$ cat config.mk
export PLATFORM = sky130hd
export DESIGN_NAME = spmv_acc_pe
export DESIGN_NICKNAME = d
export VERILOG_FILES = /design/src/rtl/spmv_pkg.sv /design/src/rtl/spmv_slot_cam.sv /design/src/rtl/spmv_acc_pe.sv
export SDC_FILE = /design/constraint.sdc
export NUM_CORES = 2
export LEC_CHECK = 0
export BUFFER_PORTS_ARGS = -buffer_cell sky130_fd_sc_hd__buf_2
export CAP_MARGIN = 5
export CORE_ASPECT_RATIO = 1.2
export CORE_MARGIN = 5
export CORE_UTILIZATION = 66
export DETAILED_ROUTE_END_ITERATION = 8
export HOLD_SLACK_MARGIN = 0.05
export PLACE_DENSITY = 0.9
export SETUP_SLACK_MARGIN = 0.3
export SYNTH_ARGS = -nofsm -noshare
export SYNTH_HDL_FRONTEND = slang
export SYNTH_SLANG_ARGS = --single-unit
$ cat constraint.sdc
create_clock -name clk -period 28.3 [get_ports clk]
set_clock_uncertainty 0.15 [all_clocks]
set_input_delay 2.83 -clock clk [delete_from_list [all_inputs] [get_ports clk]]
set_output_delay 2.83 -clock clk [all_outputs]
set_load 0.05 [all_outputs]
$ cat src/rtl/spmv_pkg.sv
// spmv_pkg: shared types and helpers for the SpMV accumulate PE.
// Slot records are stored at fixed maximum widths so one struct type serves
// every parameterisation; the PE uses only the low IDX_W/ACC_W bits.
package spmv_pkg;

  localparam int MAX_IDX_W = 32;
  localparam int MAX_ACC_W = 64;

  typedef enum logic [1:0] {RUN, WAIT, DRAIN} pe_state_e;

  typedef struct packed {
    logic                        valid;
    logic [MAX_IDX_W-1:0]        row;
    logic signed [MAX_ACC_W-1:0] acc;   // sign-extended from ACC_W
    logic                        satf;  // sticky clamp flag
  } slot_t;

  // Width sanity: the accumulator must hold a full product and fit the slot record.
  function automatic bit widths_ok(input int data_w, input int acc_w, input int idx_w);
    return (acc_w >= 2*data_w) && (acc_w <= MAX_ACC_W) && (idx_w <= MAX_IDX_W);
  endfunction

  // Add two ACC_W-wide values held sign-extended in MAX_ACC_W bits.
  // Returns {clamped, result}; result is again sign-extended from w bits.
  // clamp=0 gives two's-complement wrap at w bits.
  function automatic logic [MAX_ACC_W:0] sat_add(input logic signed [MAX_ACC_W-1:0] a,
                                                 input logic signed [MAX_ACC_W-1:0] b,
                                                 input int w, input logic clamp);
    logic signed [MAX_ACC_W:0]   sum, hi, lo;
    logic signed [MAX_ACC_W-1:0] wr;
    int sh;
    sum = {a[MAX_ACC_W-1], a} + {b[MAX_ACC_W-1], b};
    hi  = ({{MAX_ACC_W{1'b0}}, 1'b1} << (w-1)) - 1;
    lo  = ~hi;
    sh  = MAX_ACC_W - w;
    wr  = sum[MAX_ACC_W-1:0];
    wr  = wr <<< sh;
    wr  = wr >>> sh;
    if (clamp && (sum > hi)) return {1'b1, hi[MAX_ACC_W-1:0]};
    if (clamp && (sum < lo)) return {1'b1, lo[MAX_ACC_W-1:0]};
    return {1'b0, wr};
  endfunction

endpackage

$ cat src/rtl/spmv_slot_cam.sv
// spmv_slot_cam: parallel tag match over the accumulator slots.
// Produces hit/hit index for the incoming row, lowest free slot and full flag.
module spmv_slot_cam
  import spmv_pkg::*;
#(
  parameter int NUM_SLOTS = 4,
  parameter int SW        = 2
) (
  input  logic [NUM_SLOTS-1:0]                slot_vld,
  input  logic [NUM_SLOTS-1:0][MAX_IDX_W-1:0] slot_row,
  input  logic [MAX_IDX_W-1:0]                key,
  output logic                                hit,
  output logic [SW-1:0]                       hit_idx,
  output logic [SW-1:0]                       free_idx,
  output logic                                full
);

  logic [NUM_SLOTS-1:0] match;

  // Match vector plus priority encodes (lowest index wins) for hit and free slot.
  always_comb begin
    match    = '0;
    hit_idx  = '0;
    free_idx = '0;
    for (int i = 0; i < NUM_SLOTS; i++) match[i] = slot_vld[i] && (slot_row[i] == key);
    for (int i = NUM_SLOTS-1; i >= 0; i--) begin
      if (match[i])     hit_idx  = SW'(i);
      if (!slot_vld[i]) free_idx = SW'(i);
    end
  end

  assign hit  = |match;
  assign full = &slot_vld;

endmodule

$ cat src/rtl/spmv_acc_pe.sv
// spmv_acc_pe: sparse-row multiply-accumulate PE with NUM_SLOTS tagged row
// accumulators, eviction on slot pressure and flush-driven drain.
// Optional feature: define SPMV_PE_SATURATE_EN for saturating accumulation
// with a per-slot sticky sat flag; otherwise accumulation wraps and sat is 0.
module spmv_acc_pe
  import spmv_pkg::*;
#(
  parameter int DATA_W    = 16,
  parameter int ACC_W     = 40,
  parameter int IDX_W     = 12,
  parameter int NUM_SLOTS = 4
) (
  input  logic                     clk,
  input  logic                     reset,
  input  logic                     in_valid,
  output logic                     in_ready,
  input  logic signed [DATA_W-1:0] in_val,
  input  logic signed [DATA_W-1:0] in_vec,
  input  logic [IDX_W-1:0]         in_row,
  input  logic                     flush,
  output logic                     flush_done,
  output logic                     out_valid,
  input  logic                     out_ready,
  output logic [IDX_W-1:0]         out_row,
  output logic [ACC_W-1:0]         out_acc,
  output logic                     overlap,
  output logic                     sat,
  output logic                     busy
);

  localparam int SW = $clog2(NUM_SLOTS);
  localparam int PW = 2*DATA_W;
`ifdef SPMV_PE_SATURATE_EN
  localparam logic SAT_EN = 1'b1;
`else
  localparam logic SAT_EN = 1'b0;
`endif

  if (!widths_ok(DATA_W, ACC_W, IDX_W) || NUM_SLOTS < 2) begin : g_bad_cfg
    $error("spmv_acc_pe: unsupported parameter combination");
  end

  pe_state_e                   state;
  slot_t                       slots [NUM_SLOTS];
  logic                        m_vld;
  logic signed [PW-1:0]        m_prod;
  logic [IDX_W-1:0]            m_row;
  logic                        ev_pend;   // current output is an eviction victim
  logic [SW-1:0]               evict_ptr, dr_idx;

  logic [NUM_SLOTS-1:0]                slot_vld;
  logic [NUM_SLOTS-1:0][MAX_IDX_W-1:0] slot_row;
  logic                        hit, full, any_live, victim_req, stall_a, out_hs;
  logic [SW-1:0]               hit_idx, free_idx, live_idx;
  logic signed [MAX_ACC_W-1:0] prod_x;
  logic [MAX_ACC_W:0]          sum_r;
  slot_t                       new_slot, out_src;

  // Flatten slot tags for the CAM and find the lowest live slot for drain.
  always_comb begin
    live_idx = '0;
    for (int i = 0; i < NUM_SLOTS; i++) begin
      slot_vld[i] = slots[i].valid;
      slot_row[i] = slots[i].row;
    end
    for (int i = NUM_SLOTS-1; i >= 0; i--) if (slots[i].valid) live_idx = SW'(i);
  end

  spmv_slot_cam #(.NUM_SLOTS(NUM_SLOTS), .SW(SW)) u_cam (
    .slot_vld (slot_vld),
    .slot_row (slot_row),
    .key      (MAX_IDX_W'(m_row)),
    .hit      (hit),
    .hit_idx  (hit_idx),
    .free_idx (free_idx),
    .full     (full)
  );

  assign any_live   = |slot_vld;
  assign prod_x     = MAX_ACC_W'(m_prod);
  assign sum_r      = sat_add(slots[hit_idx].acc, prod_x, ACC_W, SAT_EN);
  assign new_slot   = '{valid: 1'b1, row: MAX_IDX_W'(m_row), acc: prod_x, satf: 1'b0};
  assign victim_req = m_vld && !hit && full;
  // M may move only when A retires it; a full miss retires on the victim handshake.
  assign stall_a    = victim_req && !(ev_pend && out_ready);
  assign out_hs     = out_valid && out_ready;
  assign out_src    = victim_req ? slots[evict_ptr] : slots[live_idx];
  assign in_ready   = !reset && (state == RUN) && !flush && !stall_a;
  assign busy       = any_live || m_vld || (state != RUN);

  // Pipeline M/A, slot updates, output register and flush FSM.
  always_ff @(posedge clk or posedge reset) begin
    if (reset) begin
      state      <= RUN;
      for (int i = 0; i < NUM_SLOTS; i++) slots[i] <= '0;
      m_vld      <= 1'b0;
      m_prod     <= '0;
      m_row      <= '0;
      ev_pend    <= 1'b0;
      evict_ptr  <= '0;
      dr_idx     <= '0;
      out_valid  <= 1'b0;
      out_row    <= '0;
      out_acc    <= '0;
      sat        <= 1'b0;
      overlap    <= 1'b0;
      flush_done <= 1'b0;
    end else begin
      overlap    <= 1'b0;
      flush_done <= 1'b0;

      if (!stall_a) begin
        m_vld <= in_valid && in_ready && (in_val != '0) && (in_vec != '0);
        if (in_valid && in_ready) begin
          m_prod <= PW'(in_val) * PW'(in_vec);
          m_row  <= in_row;
        end
      end

      if (m_vld && !stall_a) begin
        if (hit) begin
          slots[hit_idx].acc  <= sum_r[MAX_ACC_W-1:0];
          slots[hit_idx].satf <= slots[hit_idx].satf | sum_r[MAX_ACC_W];
          overlap             <= 1'b1;
        end else if (!full) begin
          slots[free_idx] <= new_slot;
        end else begin
          slots[evict_ptr] <= new_slot;
          evict_ptr <= (evict_ptr == SW'(NUM_SLOTS-1)) ? '0 : evict_ptr + 1'b1;
        end
      end

      if (out_hs) begin
        out_valid <= 1'b0;
        ev_pend   <= 1'b0;
        if (!ev_pend) slots[dr_idx] <= '0;
      end else if (!out_valid && (victim_req || (state == DRAIN && any_live))) begin
        out_valid <= 1'b1;
        out_row   <= out_src.row[IDX_W-1:0];
        out_acc   <= out_src.acc[ACC_W-1:0];
        sat       <= SAT_EN & out_src.satf;
        ev_pend   <= victim_req;
        dr_idx    <= live_idx;
      end

      case (state)
        RUN:     if (flush) state <= WAIT;
        WAIT:    if (!m_vld && !ev_pend) state <= DRAIN;
        DRAIN:   if (!any_live && !out_valid) begin
                   state      <= RUN;
                   flush_done <= 1'b1;
                 end
        default: state <= RUN;
      endcase
    end
  end

endmodule
# --- After elaboration in Yosys (flattened, before gate mapping) ---
# Cells that the tools add are included.
# W data, S select, Z words.
totals:
  reg_bits: 499
  inputBits: 49
  out_inout_bits: 58
  wordCells: 162
classes:
  n_addsub: 2
  n_mul: 1
  order_cmp: 9
  n_eq_ne: 10
  muxes: 54
  bitwise: 10
  n_reduce_logical: 48
ops:
  columns: ["cell", "n"]
  rows:
  - ["$mux W392", 5]
  - ["$bwmux W392", 4]
  - ["$demux W98 S2", 5]
  - ["$bmux W98 S2", 3]
  - ["$and A392 B392 Y392", 1]
  - ["$not A392 Y392", 1]
  - ["$mux W77", 5]
  - ["$mux W98", 3]
  - ["$eq A32 B12 Y1", 4]
  - ["$mux W41", 2]
  - ["$mux W65", 1]
  - ["$add A40 B32 Y40", 1]
  - ["$mul A16 B16 Y32", 1]
  - ["$mux W2", 16]
  - ["$reduce_bool A16 Y1", 2]
  - ["$logic_and A1 B1 Y1", 24]
  - ["$ge A3 B3 Y1 const B", 5]
  - ["$not A2 Y3", 5]
  - ["$lt A3 B1 Y1 const B", 4]
  - ["$logic_not A1 Y1", 9]
  - ["$mux W1", 9]
  - ["$reduce_or A4 Y1", 2]
  - ["$pmux W2 S3", 1]
  - ["$reduce_and A6 Y1", 1]
  - ["12 further kinds", 20]

# --- Depth between registers and ports, before layout ---
logic_depth:
  ltp_word: 18
  ltp_mapped: 25
  depth_no_buf: 24

# --- Hierarchy ---
# A second synthesis with hierarchy kept.
hier_totals:
  cells_unflattened: 3539
  area_unflattened_um2: 33383.3
by_module_without_submodules:
  columns: ["mod", "n_inst", "cells_per_inst", "area_each_um2", "seq_area_each_um2"]
  rows:
  - ["spmv_acc_pe", 1, 3347, 31881.8, 9984.6]
  - ["spmv_slot_cam", 1, 192, 1501.4, 0.0]

# --- Worst setup path after synthesis ---
# No wires, ideal clock.
synth_timing:
  path_kind: "input -> register"
  start: "in in_vec[4]"
  end: "reg m_prod[30]"
  setup_time_ns: 0.129
  arrival_time_ns: 8.705
  path_slack_ns: 19.316
  cell_stages: 24
  path_cell_list: "clkbuf_1 -> clkbuf_1 -> nand2_1 -> fa_1 -> inv_1 -> fa_1 -> inv_1 -> fa_1 -> inv_1 -> fa_1 -> inv_1 -> fa_1 -> inv_1 -> fa_1 -> ha_1 -> and4_1 -> nor2b_1 -> a221oi_1 -> o21a_1 -> a21oi_1 -> or3b_2 -> a221oi_1 -> xor2_1 -> o21ai_0"
synth_between:
  elab_chain_cells: 1
synth_lines:
  columns: ["item", "line", "source"]
  rows:
  - ["from (decl)", "spmv_acc_pe.sv:18", "input logic signed [DATA_W-1:0] in_vec,"]
  - ["$mul A16 B16 Y32", "spmv_acc_pe.sv:115", "m_prod <= PW'(in_val) * PW'(in_vec);"]
  - ["to (signal assigned)", "spmv_acc_pe.sv:115", null]
  - ["to (decl)", "spmv_acc_pe.sv:46", "logic signed [PW-1:0] m_prod;"]
# Every way passes these cells.
# A chain may end at the register's enable or synchronous reset.

# --- Final worst setup path ---
layout_timing:
  start: "in in_vec[1]"
  end: "reg m_prod[31]"
# Same word-level chain as after synthesis.

==> impl_summary.md <==
Outcome
The run finished with clean final reports.

Detailed routing
The remaining antenna violation count is 0. The number of remaining DRC errors is 0. The final layout contains routed wiring with a total length of 99300 um. The routed via count is 29593. Dividing the detail-routed wire length by the instance count gives 22.8 um. The detailed router finished its first iteration with 4163 violations.

The detailed-route vias per instance is 6.81. The number of search-and-repair iterations in the first detailed-routing pass is 9.

Synthesis
The share of Yosys cell area claimed by the top area cell type is a little under a third. Counting flops with a built-in enable in the synthesized netlist gives 0. Summing every instance area after synthesis gives ~33000 um^2. Synthesis produced a netlist with a net count of 4176. The unique cell type count in the Yosys netlist is 80.

sky130_fd_sc_hd__dfrtp_1 takes more of the synthesized area than any other cell. For this run, the number of Yosys warnings is 0. In the synthesized netlist, the number of instances is between 3000 and 4000.

Counting flops and latches in the post-synthesis netlist gives 399. The sequential cell area fraction in the yosys report is 30.2%. The most used flip-flop cell after synthesis is sky130_fd_sc_hd__dfrtp_1. In the synthesized netlist the async set-or-reset flop fraction comes to 100%. The average instance area after synthesis is 8.84 um^2. In the post-synthesis netlist, the biggest area contributors are sky130_fd_sc_hd__dfrtp_1 (30%), sky130_fd_sc_hd__fa_1 (16%), sky130_fd_sc_hd__nand2_1 (7.4%), sky130_fd_sc_hd__ha_1 (4.7%), sky130_fd_sc_hd__a21oi_1 (4.2%).

Floorplan
The die outline area is 54700 um^2. The top-level port count is 107. The initial core utilization is between 60% and 70%. The number of placement rows is 89.

The overall die width is 214 um. The core region is 49300 um^2. The floorplan step set the die height to about 260 um.

Setup path
The category of the most critical setup path is input pin to flop. The largest fanout of any net on the critical path is 17. For the worst flop-to-flop path, the logic depth is 20. In this run the number of cells on the critical path is 21.

The setup slack of the most critical reg-to-reg path is 21380 ps. In this run the worst setup path begins at in_vec[1]. The cell at the slowest stage of the critical path is sky130_fd_sc_hd__fa_1.

The cell family with the largest share of critical-path delay is adder cells. STA classifies the critical path endpoint as a flop. The most frequent cell on the critical path is sky130_fd_sc_hd__fa_1.

The startpoint type of the worst setup path is an input pin. The end point of the critical path is m_prod[31]. The delay contributed by the slowest stage of the critical path is 920 ps. The number of buffer and inverter stages on the critical path is 4. The startpoint identified for the worst register-to-register timing path is m_row[10]. The arrival time at the worst endpoint is 9100 ps. The reg-to-reg critical path endpoint is slots[221]. Walking the worst path, the cells encountered are buf_2 > nand2_1 > inv_1 > fa_1 > fa_1 > inv_1 > fa_1 > fa_1 > inv_1 > fa_1 > fa_1 > ha_1 > and4_1 > and3_1 > nand3_1 > nand4bb_1 > o211ai_1 > o41ai_1 > o21ai_0 > xnor2_1 > o21ai_0. The worst endpoint required time is 28550 ps.

Min path
The worst min-delay path category is flop to flop. The worst hold path begins at slot_row[58].

Place
Detailed placement ended at an HPWL of 66600 um. Input and output buffers added on the ports amount to about 110. The placed instances occupy a cell area of 33800 um^2.

At the end of routability-driven placement, the weighted congestion stood at slightly above 1. The placement-stage worst setup slack is between 15000 and 20000 ps.

CTS
In this run the number of H-tree levels came out at 2. The largest buffer count on any clock path is 3. The sink count of the clock tree is roughly 400. After clock tree synthesis, the clock-pin slew on the worst setup and hold paths is 70 ps. TritonCTS built the clock tree. In this run the clock root is driven by a sky130_fd_sc_hd__clkbuf_16. Once the clock tree was built, the setup fixing pass inserted 0 buffers.

The clock latency of the later-clocked register in the worst-skew pair is around 570 ps. The number of hold buffers added after CTS was 0. The number of buffers inserted during clock tree synthesis is 38. In this run, post-CTS repair resized a total of 0 instances.

Timing
The setup-violating endpoint count in the final report is 0. The number of slew-limit violations in the final report was 0. The setup slack of the critical path after layout is 19450 ps. Headroom to the max-slew limit came out at 9.45%.

For the final routed database, the setup TNS stands at 0 ps. Setup repair after global routing left no endpoint under its margin. The slew at the pin closest to its max-slew limit is 1360 ps. The minimum clock period after layout is 8850 ps. The number of hold violations in the final report is 0. The final period utilization is 31.3%. The peak clock frequency supported by timing is 0.113 GHz.

Global routing
In this run the most used layer during global routing was met2. The first global-routing pass estimated 159000 um of wire. The via count of the first global-routing pass is ~30000. The pin count of the biggest net entering global routing is 136. The total global-route track usage is 35.9%.

The total global routing overflow is 0. The met2 usage in global routing is 60.0%. The initial antenna violation count came to 0.

For met1 alone, demand over resource in global routing was between 40% and 50%. The global routing met3 resource utilization is 7.80%.

Flow run
The tool flagged a number of max-cap violations equal to 0.

Pwr
The power density over the cells is 139 nW/um^2. The overall power after layout is 4.91 mW. The worst supply voltage drop on vdd is 0.118 mV. Summed over all cells, the static leakage comes to 16.6 nW.

Layout
The final standard cell area without fillers is 35200 um^2. Cells with a size suffix above 1 make up a little under a tenth of the layout. The multi-input combinational cells in the finished layout cover a total of 21000 um^2.

After the last flow step, the layout net total stands at roughly 4100. In the final layout, flip-flops and latches occupy around 10000 um^2. The area growth from synthesis to final layout is 6.57%.

The layout has 3445 filler cells. The number of antenna diodes in the final layout is 0. The top cell types in the final layout, fill and taps aside, are sky130_fd_sc_hd__nand2_1 (648), sky130_fd_sc_hd__dfrtp_1 (397), sky130_fd_sc_hd__inv_1 (324).

The post-layout utilization of the core is 71.4%. The most common cell after layout, fill and taps aside is sky130_fd_sc_hd__nand2_1.
==> synth_stat cells, drive strengths merged, types with 52 or more instances <==
master and count:
a21oi 278, a22oi 70, a31oi 57, and2 118, and3 74, buf 52
clkbuf 192, dfrtp 399, fa 263, ha 125, inv 326, mux4 52
nand2 649, nand3 200, nor2 190, o21ai 107, o22ai 61, xor2 66
==> flip-flops by register name, indices dropped and copies added (netlist names) <==
signal	count
out_valid	1
slot_vld	4
dr_idx	2
out_acc	40
evict_ptr	2
m_prod	32
m_row	12
overlap	1
ev_pend	1
m_vld	1
state	2
slot_row	128
flush_done	1
slots	160
out_row	12
==> final cells by class <==
cell class	instances	share of cell area, %
clock inverters	22	1.00
flip-flops and latches	399	28.4
multi-input cells	2769	59.5
repair buffers	146	2.37
inverters	327	3.51
well taps	637	2.26
clock buffers	47	2.99
==> worst min path at each step <==
stage | endpoint | slack [ps] | depth (start not counted)
finish | slot_row[58] | 340 | 1
global route | slot_row[58] | 350 | 1
CTS | slot_row[58] | 340 | 1
detailed placement | slot_row[48] | 320 | 1
global placement | slot_row[45] | 320 | 1
floorplan | slot_row[47] | 300 | 1
==> cells by family after synthesis <==
logic type	count (synthesis)	synth area share [%]
XOR/XNOR	115	3.05
flip-flops	399	30.2
other	1	0.0113
AND/OR/NAND/NOR	1384	19.2
AO/OA/AOI/OAI	765	14.6
buffers and inverters	571	6.77
multiplexers	116	5.57
adder cells (fa/ha/maj)	388	20.7
==> where the power goes <==
part           leakage [nW]  switching [mW]  internal (mW)
clock                 0.687           0.236          0.342
sequential             5.09           0.284          0.774
combinational          10.8            1.95           1.32
==> metal layers <==
layer	wire length [um]	part of all wire [%]
met1	34200	34
met2	46500	47
met3	11200	11
met4	7370	7.4
met5	0	0
==> per-stage QoR <==
stage	instances	hold WS, ps
final	4347	337
after floorplan	3739	304
after CTS	4347	343
after global routing	4347	348
after global placement	4278	319
after detailed placement	4278	322
Note: power is estimated with default switching activity, not from simulation.
